$ cat src/rtl/elm_acc_pkg.sv
// Shared definitions for the ELM accumulator bank: FSM state encoding,
// saturation bounds and packed-bus slice helper.
package elm_acc_pkg;

  typedef enum logic [1:0] {
    ST_IDLE  = 2'd0,
    ST_ACCUM = 2'd1,
    ST_DONE  = 2'd2
  } state_e;

  // Saturation bounds for a given signed accumulator width (w <= 63).
  function automatic logic signed [63:0] acc_max_f(input int w);
    return (64'sd1 <<< (w - 1)) - 64'sd1;
  endfunction

  function automatic logic signed [63:0] acc_min_f(input int w);
    return -(64'sd1 <<< (w - 1));
  endfunction

  // Bounds for the default 32-bit accumulator.
  localparam int                 ACC_W_DEF = 32;
  localparam logic signed [63:0] ACC_MAX   = acc_max_f(ACC_W_DEF);
  localparam logic signed [63:0] ACC_MIN   = acc_min_f(ACC_W_DEF);

  // Low bit index of channel k in a packed bus of w-bit lanes.
  function automatic int slice_lo(input int k, input int w);
    return k * w;
  endfunction

endpackage

$ cat src/rtl/elm_sat_acc_ch.sv
// One accumulator channel: sign-extends the term, adds at ACC_W+1 bits,
// clamps to the signed ACC_W range and keeps a sticky saturation flag.
module elm_sat_acc_ch
  import elm_acc_pkg::*;
#(
  parameter int ACC_W = 32,
  parameter int IN_W  = 16
) (
  input  logic             clk,
  input  logic             rst,
  input  logic             clear,
  input  logic             add_en,
  input  logic [IN_W-1:0]  term,
  output logic [ACC_W-1:0] acc,
  output logic             sat
);

  localparam logic signed [63:0]    MAX64   = acc_max_f(ACC_W);
  localparam logic signed [63:0]    MIN64   = acc_min_f(ACC_W);
  localparam logic signed [ACC_W:0] SUM_MAX = MAX64[ACC_W:0];
  localparam logic signed [ACC_W:0] SUM_MIN = MIN64[ACC_W:0];

  logic [ACC_W-1:0]        acc_q, acc_d;
  logic                    sat_q, sat_d;
  logic signed [ACC_W:0]   term_ext_s;
  logic signed [ACC_W:0]   acc_ext_s;
  logic signed [ACC_W:0]   sum_s;

  // Next-state: clear wins, otherwise add-with-clamp on an accepted term.
  always_comb begin
    term_ext_s = (ACC_W + 1)'($signed(term));
    acc_ext_s  = (ACC_W + 1)'($signed(acc_q));
    sum_s      = acc_ext_s + term_ext_s;
    acc_d      = acc_q;
    sat_d      = sat_q;
    if (clear) begin
      acc_d = '0;
      sat_d = 1'b0;
    end else if (add_en) begin
      if (sum_s > SUM_MAX) begin
        acc_d = SUM_MAX[ACC_W-1:0];
        sat_d = 1'b1;
      end else if (sum_s < SUM_MIN) begin
        acc_d = SUM_MIN[ACC_W-1:0];
        sat_d = 1'b1;
      end else begin
        acc_d = sum_s[ACC_W-1:0];
      end
    end else begin
      acc_d = acc_q;
      sat_d = sat_q;
    end
  end

  // Channel state registers with synchronous reset.
  always_ff @(posedge clk) begin
    if (rst) begin
      acc_q <= '0;
      sat_q <= 1'b0;
    end else begin
      acc_q <= acc_d;
      sat_q <= sat_d;
    end
  end

  assign acc = acc_q;
  assign sat = sat_q;

endmodule

$ cat src/rtl/elm_acc_bank.sv
// N_CH-channel saturating accumulator bank: counts a programmed number of
// terms in ACCUM, then presents the result through a valid/ready handshake.
module elm_acc_bank
  import elm_acc_pkg::*;
#(
  parameter int ACC_W = 32,
  parameter int IN_W  = 16,
  parameter int N_CH  = 4,
  parameter int LEN_W = 10
) (
  input  logic                  clk,
  input  logic                  rst,
  input  logic                  clr,
  input  logic                  start,
  input  logic [LEN_W-1:0]      len,
  input  logic                  in_valid,
  output logic                  in_ready,
  input  logic [N_CH*IN_W-1:0]  in_data,
  output logic                  out_valid,
  input  logic                  out_ready,
  output logic [N_CH*ACC_W-1:0] out_data,
  output logic [N_CH-1:0]       sat,
  output logic                  busy
);

  state_e           state_q, state_d;
  logic [LEN_W-1:0] cnt_q, cnt_d;
  logic [LEN_W-1:0] len_q, len_d;
  logic             accept_s;
  logic             ch_clear_s;
  logic             last_s;

  // Handshake outputs decode only the state register.
  assign in_ready  = (state_q == ST_ACCUM);
  assign out_valid = (state_q == ST_DONE);
  assign busy      = (state_q == ST_ACCUM) || (state_q == ST_DONE);

  assign accept_s   = in_valid && (state_q == ST_ACCUM);
  assign ch_clear_s = clr || ((state_q == ST_IDLE) && start);
  assign last_s     = (cnt_q == (len_q - LEN_W'(1)));

  // FSM, term counter and length register next-state.
  always_comb begin
    state_d = state_q;
    cnt_d   = cnt_q;
    len_d   = len_q;
    if (clr) begin
      state_d = ST_IDLE;
      cnt_d   = '0;
      len_d   = '0;
    end else begin
      case (state_q)
        ST_IDLE: begin
          if (start) begin
            cnt_d = '0;
            len_d = len;
            if (len != '0) begin
              state_d = ST_ACCUM;
            end else begin
              state_d = ST_DONE;
            end
          end else begin
            state_d = ST_IDLE;
          end
        end
        ST_ACCUM: begin
          if (accept_s) begin
            cnt_d = cnt_q + LEN_W'(1);
            if (last_s) begin
              state_d = ST_DONE;
            end else begin
              state_d = ST_ACCUM;
            end
          end else begin
            state_d = ST_ACCUM;
          end
        end
        ST_DONE: begin
          if (out_ready) begin
            state_d = ST_IDLE;
          end else begin
            state_d = ST_DONE;
          end
        end
        default: begin
          state_d = ST_IDLE;
          cnt_d   = '0;
          len_d   = '0;
        end
      endcase
    end
  end

  // Control registers with synchronous reset.
  always_ff @(posedge clk) begin
    if (rst) begin
      state_q <= ST_IDLE;
      cnt_q   <= '0;
      len_q   <= '0;
    end else begin
      state_q <= state_d;
      cnt_q   <= cnt_d;
      len_q   <= len_d;
    end
  end

  for (genvar k = 0; k < N_CH; k++) begin : g_ch
    elm_sat_acc_ch #(
      .ACC_W (ACC_W),
      .IN_W  (IN_W)
    ) u_ch (
      .clk    (clk),
      .rst    (rst),
      .clear  (ch_clear_s),
      .add_en (accept_s),
      .term   (in_data[slice_lo(k, IN_W) +: IN_W]),
      .acc    (out_data[slice_lo(k, ACC_W) +: ACC_W]),
      .sat    (sat[k])
    );
  end

endmodule

$ cat config.mk
export PLATFORM = sky130hd
export DESIGN_NAME = elm_acc_bank
export DESIGN_NICKNAME = d
export VERILOG_FILES = /design/src/rtl/elm_acc_pkg.sv /design/src/rtl/elm_sat_acc_ch.sv /design/src/rtl/elm_acc_bank.sv
export SDC_FILE = /design/constraint.sdc
export NUM_CORES = 1
export LEC_CHECK = 0
export CAP_MARGIN = 10
export CORE_MARGIN = 2
export CORE_UTILIZATION = 56
export DETAILED_ROUTE_END_ITERATION = 6
export GPL_ROUTABILITY_DRIVEN = 0
export PLACE_DENSITY = 0.83
export SLEW_MARGIN = 5
export SYNTH_ARGS = -nofsm -noshare
export SYNTH_HDL_FRONTEND = slang
export SYNTH_HIERARCHICAL = 1
export SYNTH_SLANG_ARGS = --single-unit
$ cat constraint.sdc
create_clock -name clk -period 3.6 [get_ports clk]
set_clock_uncertainty 0.15 [all_clocks]
set_input_delay 0.72 -clock clk [delete_from_list [all_inputs] [get_ports clk]]
set_output_delay 0.72 -clock clk [all_outputs]
set_load 0.01 [all_outputs]
Word level (Yosys, flattened, before mapping)
Cells that the tools add are included.
{"block": "word_totals", "register_bits": 154, "output_inout_bits": 135, "word_cells": 78}
{"block": "classes", "n_addsub": 6, "n_lt_le_gt_ge": 8, "eq_ne": 5, "muxes": 27, "n_bitwise": 2, "n_reduce_logical": 19}
{"operator": "2-to-1 mux 32 bit", "count": 8}
{"operator": "adder 32 x 16 -> 33 bit", "count": 4}
{"operator": "greater-than comparator 33 x 32 -> 1 bit (second input constant)", "count": 4}
{"operator": "< comparator 33 x 32 -> 1 bit (second input constant)", "count": 4}
{"operator": "2-to-1 mux 10 bit", "count": 3}
{"operator": "case mux 10 bit (3 select lines)", "count": 1}
{"operator": "case mux 10 bit (2 select lines)", "count": 1}
{"operator": "adder 10 x 1 -> 10 bit (second input constant)", "count": 1}
{"operator": "== test 10 bit", "count": 1}
{"operator": "2-to-1 mux 2 bit", "count": 5}
{"operator": "AND reduction 2 bit", "count": 5}
{"operator": "nonzero test 10 bit", "count": 1}
{"operator": "subtractor 10 x 1 -> 10 bit (second input constant)", "count": 1}
{"operator": "2-to-1 mux 1 bit", "count": 8}
{"operator": "nonzero test 2 bit", "count": 4}
{"operator": "case mux 2 bit (3 select lines)", "count": 1}
{"operator": "OR reduction 2 bit", "count": 3}
{"operator": "AND reduction 3 bit", "count": 1}
{"operator": "== test 2 x 1 -> 1 bit (second input constant)", "count": 1}
{"operator": "== test 2 bit (second input constant)", "count": 1}
{"operator": "logical AND 1 bit", "count": 2}
{"operator": "logical NOT 2 bit", "count": 1}
{"operator": "logical OR 1 bit", "count": 2}
{"operator": "!= test 2 x 1 -> 1 bit (second input constant)", "count": 1}
{"operator": "other kinds (2)", "count": 3}

Depth between registers and ports, before layout
Gate-level depths: netlist (run 1).
{"block": "depth", "ltp_word": 5, "ltp_mapped": 14, "mapped_depth_nobuf": 13}

Hierarchy
The synthesis (run 1) kept the hierarchy.
{"module": "elm_sat_acc_ch at g_ch[1].u_ch ...", "instances": 3, "cells_per_inst": 378, "area_per_inst_um2": 2991.6, "seq_area_each_um2": 660.6}
{"module": "elm_sat_acc_ch at g_ch[0].u_ch", "instances": 1, "cells_per_inst": 406, "area_per_inst_um2": 3194.3, "seq_area_each_um2": 660.6}
{"module": "elm_acc_bank", "instances": 1, "cells_per_inst": 146, "area_per_inst_um2": 1257.5, "seq_area_each_um2": 440.4}

Worst setup path after synthesis (run 1)
Ideal clock, no wire load.
{"block": "synth_timing", "path_kind": "in2reg", "startpoint": "in in_data[16]", "endpoint": "reg g_ch[1].u_ch.acc_q[17]", "setup_ns": 0.064, "arrival_ns": 3.146, "t_required_ns": 3.386, "path_slack_ns": 0.240, "stages": 14, "path_cell_list": "ha_1 -> inv_1 -> fa_1 -> and2b_1 -> o2111ai_2 -> a31oi_2 -> nor3_1 -> o31a_1 -> o211ai_2 -> nand2_4 -> o21ai_4 -> buf_6 -> a21oi_2 -> nor2_1"}
{"block": "synth_between", "elab_chain_cells": 4}
{"item": "start, declared", "line": "elm_acc_bank.sv:18", "rtl": "input logic [N_CH*IN_W-1:0] in_data,"}
{"item": "adder 32 x 16 -> 33 bit *", "line": "elm_sat_acc_ch.sv:33", "rtl": "sum_s = acc_ext_s + term_ext_s;"}
{"item": "< comparator 33 x 32 -> 1 bit", "line": "elm_sat_acc_ch.sv:43", "rtl": "end else if (sum_s < SUM_MIN) begin"}
{"item": "2-to-1 mux 32 bit", "line": "elm_sat_acc_ch.sv:43"}
{"item": "2-to-1 mux 32 bit *", "line": "elm_sat_acc_ch.sv:40", "rtl": "if (sum_s > SUM_MAX) begin"}
{"item": "end signal, assigned", "line": "elm_sat_acc_ch.sv:58", "rtl": "acc_q <= '0;"}
{"item": "end signal, assigned", "line": "elm_sat_acc_ch.sv:61", "rtl": "acc_q <= acc_d;"}
{"item": "end, declared", "line": "elm_sat_acc_ch.sv:23", "rtl": "logic [ACC_W-1:0] acc_q, acc_d;"}
Mark *: on every way between the ends. The rest lies on a longest branch, timed or not.
A chain may end at the register's enable or synchronous reset.

Final worst setup path (run 1)
{"block": "layout_timing", "startpoint": "in in_data[4]", "endpoint": "reg g_ch[0].u_ch.acc_q[17]"}
{"block": "layout_between", "elab_chain_cells": 4}
{"item": "adder 32 x 16 -> 33 bit *", "line": "elm_sat_acc_ch.sv:33"}
{"item": "< comparator 33 x 32 -> 1 bit", "line": "elm_sat_acc_ch.sv:43"}
{"item": "2-to-1 mux 32 bit", "line": "elm_sat_acc_ch.sv:43"}
{"item": "2-to-1 mux 32 bit *", "line": "elm_sat_acc_ch.sv:40"}
{"item": "end signal, assigned", "line": "elm_sat_acc_ch.sv:58"}
{"item": "end signal, assigned", "line": "elm_sat_acc_ch.sv:61"}
{"item": "end, declared", "line": "elm_sat_acc_ch.sv:23"}
Marked as above.

==> impl_metrics.json, run 1 <==
{
  "ant_nets": 0,
  "power_density_mw_per_mm2": 246,
  "syn-num-nets": 1904,
  "hold_buffers": 0,
  "dr.pass1.iters": 5,
  "die_area_sq_mm": 0.0252,
  "dpl_cell_area_sq_mm": 0.0177,
  "via_count": 15384,
  "period_share": 0.992,
  "ys_seq_elements": 154,
  "yosysUniqueCellTypes": 91,
  "crit_fanout": 14,
  "grt_antenna_before_repair": 0,
  "finalNonFillerCells": 2493,
  "outcome": "finished clean",
  "cts-root-buf": "clkbuf_16",
  "finalCriticalPeriod_ns": 3.57,
  "n_antenna_cell": 0,
  "fp.dieW_um": 159,
  "crit_required_ns": 3.81,
  "drive_gt1_frac": 0.223,
  "grt_max_degree": 79,
  "slowest_stage": "clkdlybuf4s50_1",
  "portBuffers": 214,
  "cts.sinks": 154,
  "die-height_um": 159,
  "synth_edf_count": 0,
  "worst_pin_slew_ns": 1.19,
  "io_pins": 215,
  "final_common_cell": "buf_4",
  "maxSlewViolCount": 0,
  "cp_common_cell": "a21oi_1",
  "worstSetupPathType": "primary input to flop",
  "grt_pass1_wl_um": 71000,
  "row_count": 56,
  "start_kind": "primary input",
  "fin_area_sq_mm": 0.0189,
  "netlist_area_sq_mm": 0.0134,
  "path_clk_slew_ns": 0.07,
  "peakVddDrop_v": 0.000248,
  "num-fill-cells": 1481,
  "area_growth_pct": 41.1,
  "ys_warn_count": 6,
  "hp-class": "flop to flop",
  "grt_pass1_vias": 15000,
  "arrival_ns": 3.78,
  "clk_path_buf_depth": 2,
  "critPathMaxStageDelay_ns": 0.47,
  "finalWirelength_um": 45100,
  "cts-htree-levels": 4,
  "fmax_ghz": 0.280,
  "core_sq_mm": 0.0235,
  "p_total_mw": 4.65,
  "place_inst": 2417,
  "dp_hpwl_um": 31600,
  "static-leakage-power_nw": 8.60,
  "holdWs_ns": 0.314,
  "drc": 0,
  "drt_iter0_drc": 1222,
  "slew_headroom": 0.202,
  "nNetsFinal": 2379,
  "end_kind": "flop",
  "setup_violations": 0,
  "hold_viol": 0,
  "final_cell_mix": "buf_4 (293), clkdlybuf4s50_1 (209), a21oi_1 (197)",
  "avgSynthCellArea_sq_um": 7.96,
  "post_drt_wl_per_cell_um": 18.1,
  "grt_usage": 0.332,
  "maxCapViolations": 0,
  "cts_buffers": 17,
  "async_reset_ff_frac": 0,
  "crit_chain": "clkdlybuf4s50_1 > ha_1 > nand4_1 > nand2_2 > a21oi_1 > o41a_1 > o31ai_4 > xor2_4 > buf_4 > clkbuf_16 > o21ai_0 > a21oi_1",
  "vias_per_cell": 6.17,
  "start_util": 0.572,
  "cts_tree": "done",
  "overflow": 0,
  "synth_ff_type": "dfxtp_1",
  "synthCells": 1686,
  "clock_latency_ns": 0.44,
  "ys_seq_area_frac": 0.230
}
## synth_stat cells, drive strengths merged (22+ instances only)
library cell  number  area, sq um
a211oi            22          180
a21o              71          533
a21oi            244         1360
buf               40          283
clkbuf            37          140
dfxtp            154         3080
ha               134         1680
inv               34          128
nand2             88          365
nand3             33          180
nand4             25          175
nor2             176          683
o21ai            218         1130
xnor2             92          862
xor2              53          472
## cell type report
class / count / area (sq um) / share of cell area
Inverter: 34 / 128 / 0.00674
Sequential cell: 154 / 3080 / 0.163
Clock inverter: 13 / 109 / 0.00575
Timing Repair Buffer: 532 / 4820 / 0.255
Clock buffer: 19 / 443 / 0.0234
Tap cell: 319 / 399 / 0.0211
Multi-Input combinational cell: 1422 / 9960 / 0.526
## per-stage QoR
step	setup slack [ns]	util	TNS, ns
floorplan	0.240	-	0
global placement	-0.536	0.756	-55.28
detailed placement	-0.596	0.756	-62.10
CTS	-0.00716	0.788	-0.0113
global route	-0.0702	0.807	-1.28
finish	0.0277	0.807	0
## worst paths after layout
| kind | from | to | slack [ns] | cells after the start |
|---|---|---|---|---|
| setup / recovery | in_data[4] | g_ch[0].u_ch/acc[17] | 0.03 | 12 |
| hold / removal | g_ch[0].u_ch/sat | g_ch[0].u_ch/sat | 0.31 | 2 |
| setup reg to reg | g_ch[1].u_ch/acc[0] | g_ch[1].u_ch/acc[10] | 0.22 | 14 |
| hold reg to reg | g_ch[0].u_ch/sat | g_ch[0].u_ch/sat | 0.31 | 2 |
## sequential cells by signal, indices dropped and copies added (netlist names)
name and flops:
g_ch.u_ch/acc 128, cnt_q 10, len_q 10, g_ch.u_ch/sat 4
state_q 2
## logic make-up (layout without fill, tap and decap cells)
family          after synthesis  count (layout)  synth area share
compound gates              701             702             0.336
xor+xnor                    145             145            0.0993
fa+ha+maj                   147             147             0.138
buf+inv                     111             598            0.0410
flops                       154             154             0.230
mux                           2               2           0.00149
simple gates                426             426             0.155
## worst max-delay path: cells and delay by family
family | cells | cell delay (ns)
compound gates | 5 | 1.17
xor+xnor | 1 | 0.26
fa+ha+maj | 1 | 0.43
buf+inv | 3 | 0.81
simple gates | 2 | 0.38
## routing by layer
| layer | global-route usage | share of wire | vias up |
|---|---|---|---|
| li1 | - | - | 7157 |
| met1 | 0.390 | 0.40 | 7281 |
| met2 | 0.580 | 0.49 | 764 |
| met3 | 0.0617 | 0.069 | 182 |
| met4 | 0.163 | 0.042 | 0 |
| met5 | 0 | 0 | - |
## power breakdown
| group | total, mW | switching (mW) | leakage [nW] | internal, mW |
|---|---|---|---|---|
| Clock | 1.74 | 0.826 | 0.263 | 0.919 |
| Combinational | 1.16 | 0.606 | 7.09 | 0.558 |
| Sequential | 1.74 | 0.0207 | 1.24 | 1.72 |
## what timing repair did
| item | CTS | global route |
|---|---|---|
| buffers inserted | 15 | 24 |
| gates cloned | 2 | 3 |
| resized for setup | 9 | 45 |
| pin swaps | 10 | 42 |
| setup endpoints to repair | 117 | 125 |
(Power assumes the default switching activity.)
==> run 2, diff against run 1 <==
--- a/config.mk
+++ b/config.mk
@@ -7,10 +7,9 @@
 export LEC_CHECK = 0
 export CAP_MARGIN = 10
 export CORE_MARGIN = 2
-export CORE_UTILIZATION = 56
+export CORE_UTILIZATION = 55
 export DETAILED_ROUTE_END_ITERATION = 6
-export GPL_ROUTABILITY_DRIVEN = 0
-export PLACE_DENSITY = 0.83
+export PLACE_DENSITY = 0.82
 export SLEW_MARGIN = 5
 export SYNTH_ARGS = -nofsm -noshare
 export SYNTH_HDL_FRONTEND = slang
==> impl_metrics.json, run 2 (synthesis results as in run 1) <==
{
  "die-height_um": 160,
  "via_count": 15185,
  "portBuffers": 214,
  "drive_gt1_frac": 0.220,
  "grt_usage": 0.329,
  "reg2reg_slack_ns": 0.21,
  "area_growth_pct": 41.7,
  "worstHoldStart": "g_ch[0].u_ch/sat",
  "grt_antenna_before_repair": 1,
  "clock_latency_ns": 0.43,
  "gp_congestion": 0.941,
  "row_count": 57,
  "vias_per_cell": 6.10,
  "hold_viol": 0,
  "post_drt_wl_per_cell_um": 18.0,
  "slew_headroom": 0.241,
  "setup_violations": 0,
  "fp.dieW_um": 160,
  "start_util": 0.555,
  "outcome": "finished clean",
  "cts_tree": "done",
  "cts_buffers": 17,
  "ant_nets": 0,
  "final_cell_mix": "buf_4 (278), clkdlybuf4s50_1 (208), a21oi_1 (198)",
  "fin_area_sq_mm": 0.0190,
  "hold_buffers": 0,
  "end_kind": "flop",
  "cts-root-buf": "clkbuf_16",
  "r2r-end": "g_ch[2].u_ch/acc[15]",
  "holdWs_ns": 0.301,
  "dp_hpwl_um": 31000,
  "cts.sinks": 154,
  "drt_iter0_drc": 1254,
  "clk_path_buf_depth": 2,
  "nNetsFinal": 2373,
  "setup_slack_ns": 0.0314,
  "fmax_ghz": 0.280,
  "arrival_ns": 3.74,
  "finalCriticalPeriod_ns": 3.57,
  "path_clk_slew_ns": 0.07,
  "r2r_start": "g_ch[2].u_ch/acc[0]",
  "static-leakage-power_nw": 8.64,
  "maxSlewViolCount": 0,
  "power_density_mw_per_mm2": 246,
  "post-route-util": 0.787,
  "p_total_mw": 4.69,
  "overflow": 0,
  "finalWirelength_um": 44900,
  "worstSetupPathType": "primary input to flop",
  "place_ws_ns": -0.618,
  "maxCapViolations": 0,
  "peakVddDrop_v": 0.000209,
  "grt_max_degree": 87,
  "ff2ff_path_depth": 15,
  "n_antenna_cell": 0,
  "grt_pass1_vias": 14840,
  "startpoint": "in_data[63]",
  "core_sq_mm": 0.0242,
  "crit_fanout": 9,
  "final_common_cell": "buf_4",
  "io_pins": 215,
  "die_area_sq_mm": 0.0257,
  "cts-htree-levels": 4,
  "hold_path_end": "g_ch[0].u_ch/sat",
  "largest_reg_flops": 128,
  "period_share": 0.991,
  "grt_pass1_wl_um": 70700,
  "dpl_cell_area_sq_mm": 0.0178,
  "hp-class": "flop to flop",
  "dr.pass1.iters": 6,
  "drc": 0,
  "worst_pin_slew_ns": 1.13,
  "hold_depth": 2,
  "start_kind": "primary input",
  "crit_required_ns": 3.78
}
[run 2: per-stage QoR]
| step | TNS (ns) | std cells |
|---|---|---|
| finish | 0 | 2491 |
| global route | -0.659 | 2491 |
| CTS | 0 | 2474 |
| detailed placement | -56.60 | 2422 |
| global placement | -49.68 | 2422 |
| floorplan | 0 | 1686 |
[run 2: worst max-delay path, stage by stage]
cell             delay [ns]
clkdlybuf4s50_1        0.42
buf_6                  0.15
buf_4                  0.18
ha_1                   0.38
a21o_1                 0.21
a2111oi_1              0.53
buf_4                  0.22
a22oi_1                0.12
nand2_4                0.13
o21ai_4                0.06
buf_12                 0.16
bufbuf_16              0.27
a21oi_2                0.13
nor2_1                 0.06
[run 2: worst max path at each step]
stage	depth (start not counted)	slack, ns	endpoint
after floorplan	14	0.24	g_ch[1].u_ch/acc[17]
after global placement	11	-0.52	g_ch[0].u_ch/acc[27]
after detailed placement	14	-0.62	g_ch[0].u_ch/acc[27]
after CTS	15	0.01	g_ch[1].u_ch/acc[21]
after global routing	13	-0.05	g_ch[0].u_ch/acc[30]
final	14	0.03	g_ch[3].u_ch/acc[15]
[run 2: cell type report]
type | instances | area, sq um
Fill cell | 1635 | 5150
Multi-Input combinational cell | 1422 | 9960
Clock buffer | 21 | 460
Clock inverter | 10 | 93.8
Sequential cell | 154 | 3080
Tap cell | 324 | 405
Timing Repair Buffer | 526 | 4900
Inverter | 34 | 128
[run 2: routing by layer]
| metal | share of wire | wire (um) | GRT usage |
|---|---|---|---|
| met4 | 0.037 | 1650 | 0.136 |
| met1 | 0.40 | 18000 | 0.398 |
| met2 | 0.48 | 21700 | 0.577 |
| met5 | 0.00027 | 12 | 0 |
| met3 | 0.077 | 3470 | 0.0561 |
[run 2: what timing repair did]
item | in CTS | in global routing
setup buffers | 16 | 14
endpoints found under the setup margin | 73 | 123
gates resized for setup | 13 | 48
cloned | 5 | 3
pin swaps | 11 | 30
[run 2: power breakdown]
group	internal (mW)	leakage (nW)	switching [mW]
clock	0.988	0.266	0.792
combinational	0.561	7.13	0.601
sequential	1.72	1.24	0.0207
total	3.27	8.64	1.41
==> edit (flow settings as in run 1) <==
Reset style: asynchronous (`rst`), changed in 2 clocked blocks. Comments in the files are not updated.
--- a/src/rtl/elm_sat_acc_ch.sv
+++ b/src/rtl/elm_sat_acc_ch.sv
@@ -53,7 +53,7 @@
   end
 
   // Channel state registers with synchronous reset.
-  always_ff @(posedge clk) begin
+  always_ff @(posedge clk or posedge rst) begin
     if (rst) begin
       acc_q <= '0;
       sat_q <= 1'b0;
--- a/src/rtl/elm_acc_bank.sv
+++ b/src/rtl/elm_acc_bank.sv
@@ -92,7 +92,7 @@
   end
 
   // Control registers with synchronous reset.
-  always_ff @(posedge clk) begin
+  always_ff @(posedge clk or posedge rst) begin
     if (rst) begin
       state_q <= ST_IDLE;
       cnt_q   <= '0;
Function: differs if rst is asserted again (counterexample within 4 cycles, from zero or initial values and one cycle with rst high); with rst held inactive, the same outputs for 4 cycles.
==> edit against run 1 <==
The run now ends with DRC, setup timing left. Setup slack got worse by 0.20 ns. Power up 17%. Wire length increased by 28%. Synthesized area increased by 1.1%. Sequential cell count unchanged. Cell area increased by 8.4%. Die area is 1.1% higher. Largest power group is now the clock network. Highest routed layer unchanged.
==> edit: results (changes against run 1) <==
GRT
  • Largest net degree at the start of global routing: 34 (-57%)
  • GR Util met1: 0.475 (+0.0842)
  • Routing usage on met3: 0.0725 (+0.0108)
  • Vias in the first global route: 16685 (+11%)
  • First-pass GRT wire length: 83100 um (+17%)
  • GRT Total Usage: 0.396 (+0.0637)
  • GR met2 Demand/Resource: 0.662 (+0.0818)

Synth
  • Seq/Total Area, Yosys: 0.284 (+0.0542)
  • Post-synth ARST share: 1.00 (+1.00)
  • Synth cell types: 81 (-11%)
  • Post-synthesis mux area share: 0.00516 (+0.00367)
  • Syn nets: 1766 (-7.2%)
  • Synth Area in Compound Gates: 0.304 (-0.0316)
  • Post-synthesis xor/xnor area fraction: 0.0781 (-0.0213)
  • Main synth FF type: dfrtp_1
  • Post-Synth Adder-Cell Area: 0.129 (-0.00817)
  • Area contributors post-synth: dfrtp_1 (28%), ha_1 (12%), a221o_1 (6.4%)

Finish
  • Share of layout cells above drive strength 1: 0.287 (+0.0641)
  • Number of flip-flops in the largest register: 128 (unchanged)
  • Final layout net count: 2395 (+0.67%)

Worst hold path
  • Hold path start: g_ch[3].u_ch/sat
  • Worst Hold End: g_ch[3].u_ch/sat

Worst setup path
  • Kind of critical path: flop to flop
  • Critical path fanouts, max: 6 (-8)
  • CP startpoint: g_ch[1].u_ch/acc[0]
  • Worst EP arrival: 3.93 ns (+0.15 ns)
  • Crit Reg-Reg Endpoint: g_ch[1].u_ch/acc[15]

STA
  • Fin Setup TNS: -4.99 ns (-4.99 ns)
  • Final worst slack: -0.173 ns (-0.201 ns)
  • Setup-failing EPs final: 64 (+64)
  • Relative slew slack: 0.436 (+0.234)

Detailed routing
  • # DRC: 13 (+13)
  • Initial DRC Count: 2486 (+100%)
  • Routed WL: 57900 um (+28%)
  • Routed length on met3: 6550 um (+110%)
  • Avg Vias per Cell: 6.81 (+10%)
  • DR pass1 iterations: 7 (+2)
  • M1 WL: 20100 um (+11%)

Outcome
  • Status: complete, but fails checks
  • Failing checks: DRC, setup timing

Placement
  • Placed inst area: 18900 um2 (+6.7%)
  • DPL Wire Length: 34100 um (+8.2%)

Power
  • Worst vdd ir: 262 uV (+5.5%)
  • Clk pwr: 1880 uW (+8%)
  • Sequential fraction of design power: 0.340 (-0.035)
  • Pint: 3570 uW (+12%)

Clock tree
  • Worst-skew pair later-pin latency: 0.46 ns (+0.02 ns)
## edit: changes by cell type after synthesis, moves of 32 or more
cell | before | now
dfrtp_1 | 0 | 154
dfxtp_1 | 154 | 0
o21ai_0 | 197 | 94
nand2_1 | 80 | 173
a221o_1 | 3 | 87
nor2_1 | 173 | 105
a21oi_1 | 206 | 139
a21oi_2 | 38 | 1
inv_1 | 34 | 66
## edit: layout make-up
type                            instances  area, um2
Antenna cell                            4       10.0
Clock buffer                           17        425
Clock inverter                         15        153
Fill cell                            1066       3080
Inverter                               66        248
Multi-Input combinational cell       1284       9860
Sequential cell                       154       3850
Tap cell                              319        399
Timing Repair Buffer                  654       5580
## edit: what timing repair did
action	in CTS	in global routing
gates cloned	3	3
setup buffers	15	15
pin swaps	30	49
endpoints found under the setup margin	100	129
hold endpoints to repair	0	0
resized for setup	54	114
## edit: cell families (layout without fill, tap and decap cells)
group | after synthesis | after routing
xor+xnor | 121 | 121
fa+ha+maj | 138 | 138
flops | 154 | 154
compound gates | 561 | 561
buf+inv | 115 | 752
mux | 7 | 7
other cells | 0 | 4
simple gates | 452 | 457
## edit: worst max-delay path, cell delays in order (launching register included)
cell and delay [ns]:
dfrtp_1 0.41, ha_2 0.21, inv_2 0.06, fa_2 0.21, nand2b_4 0.14, a21o_1 0.18
a31oi_4 0.12, o21ai_2 0.21, or4b_4 0.56, a311oi_4 0.38, buf_4 0.21, o31ai_4 0.09
buf_4 0.21, nand2_1 0.29, o211ai_1 0.20
## edit: stage by stage
stage               setup slack, ns  hold WS (ns)  power (uW)  instances
floorplan                    0.0795         0.320        2670       1548
global placement             -0.509         0.333        3330       2441
detailed placement           -0.612         0.359        3390       2441
CTS                         0.00155         0.370        5270       2491
global route                 -0.180         0.401        5630       2513
finish                       -0.173         0.373        5470       2513
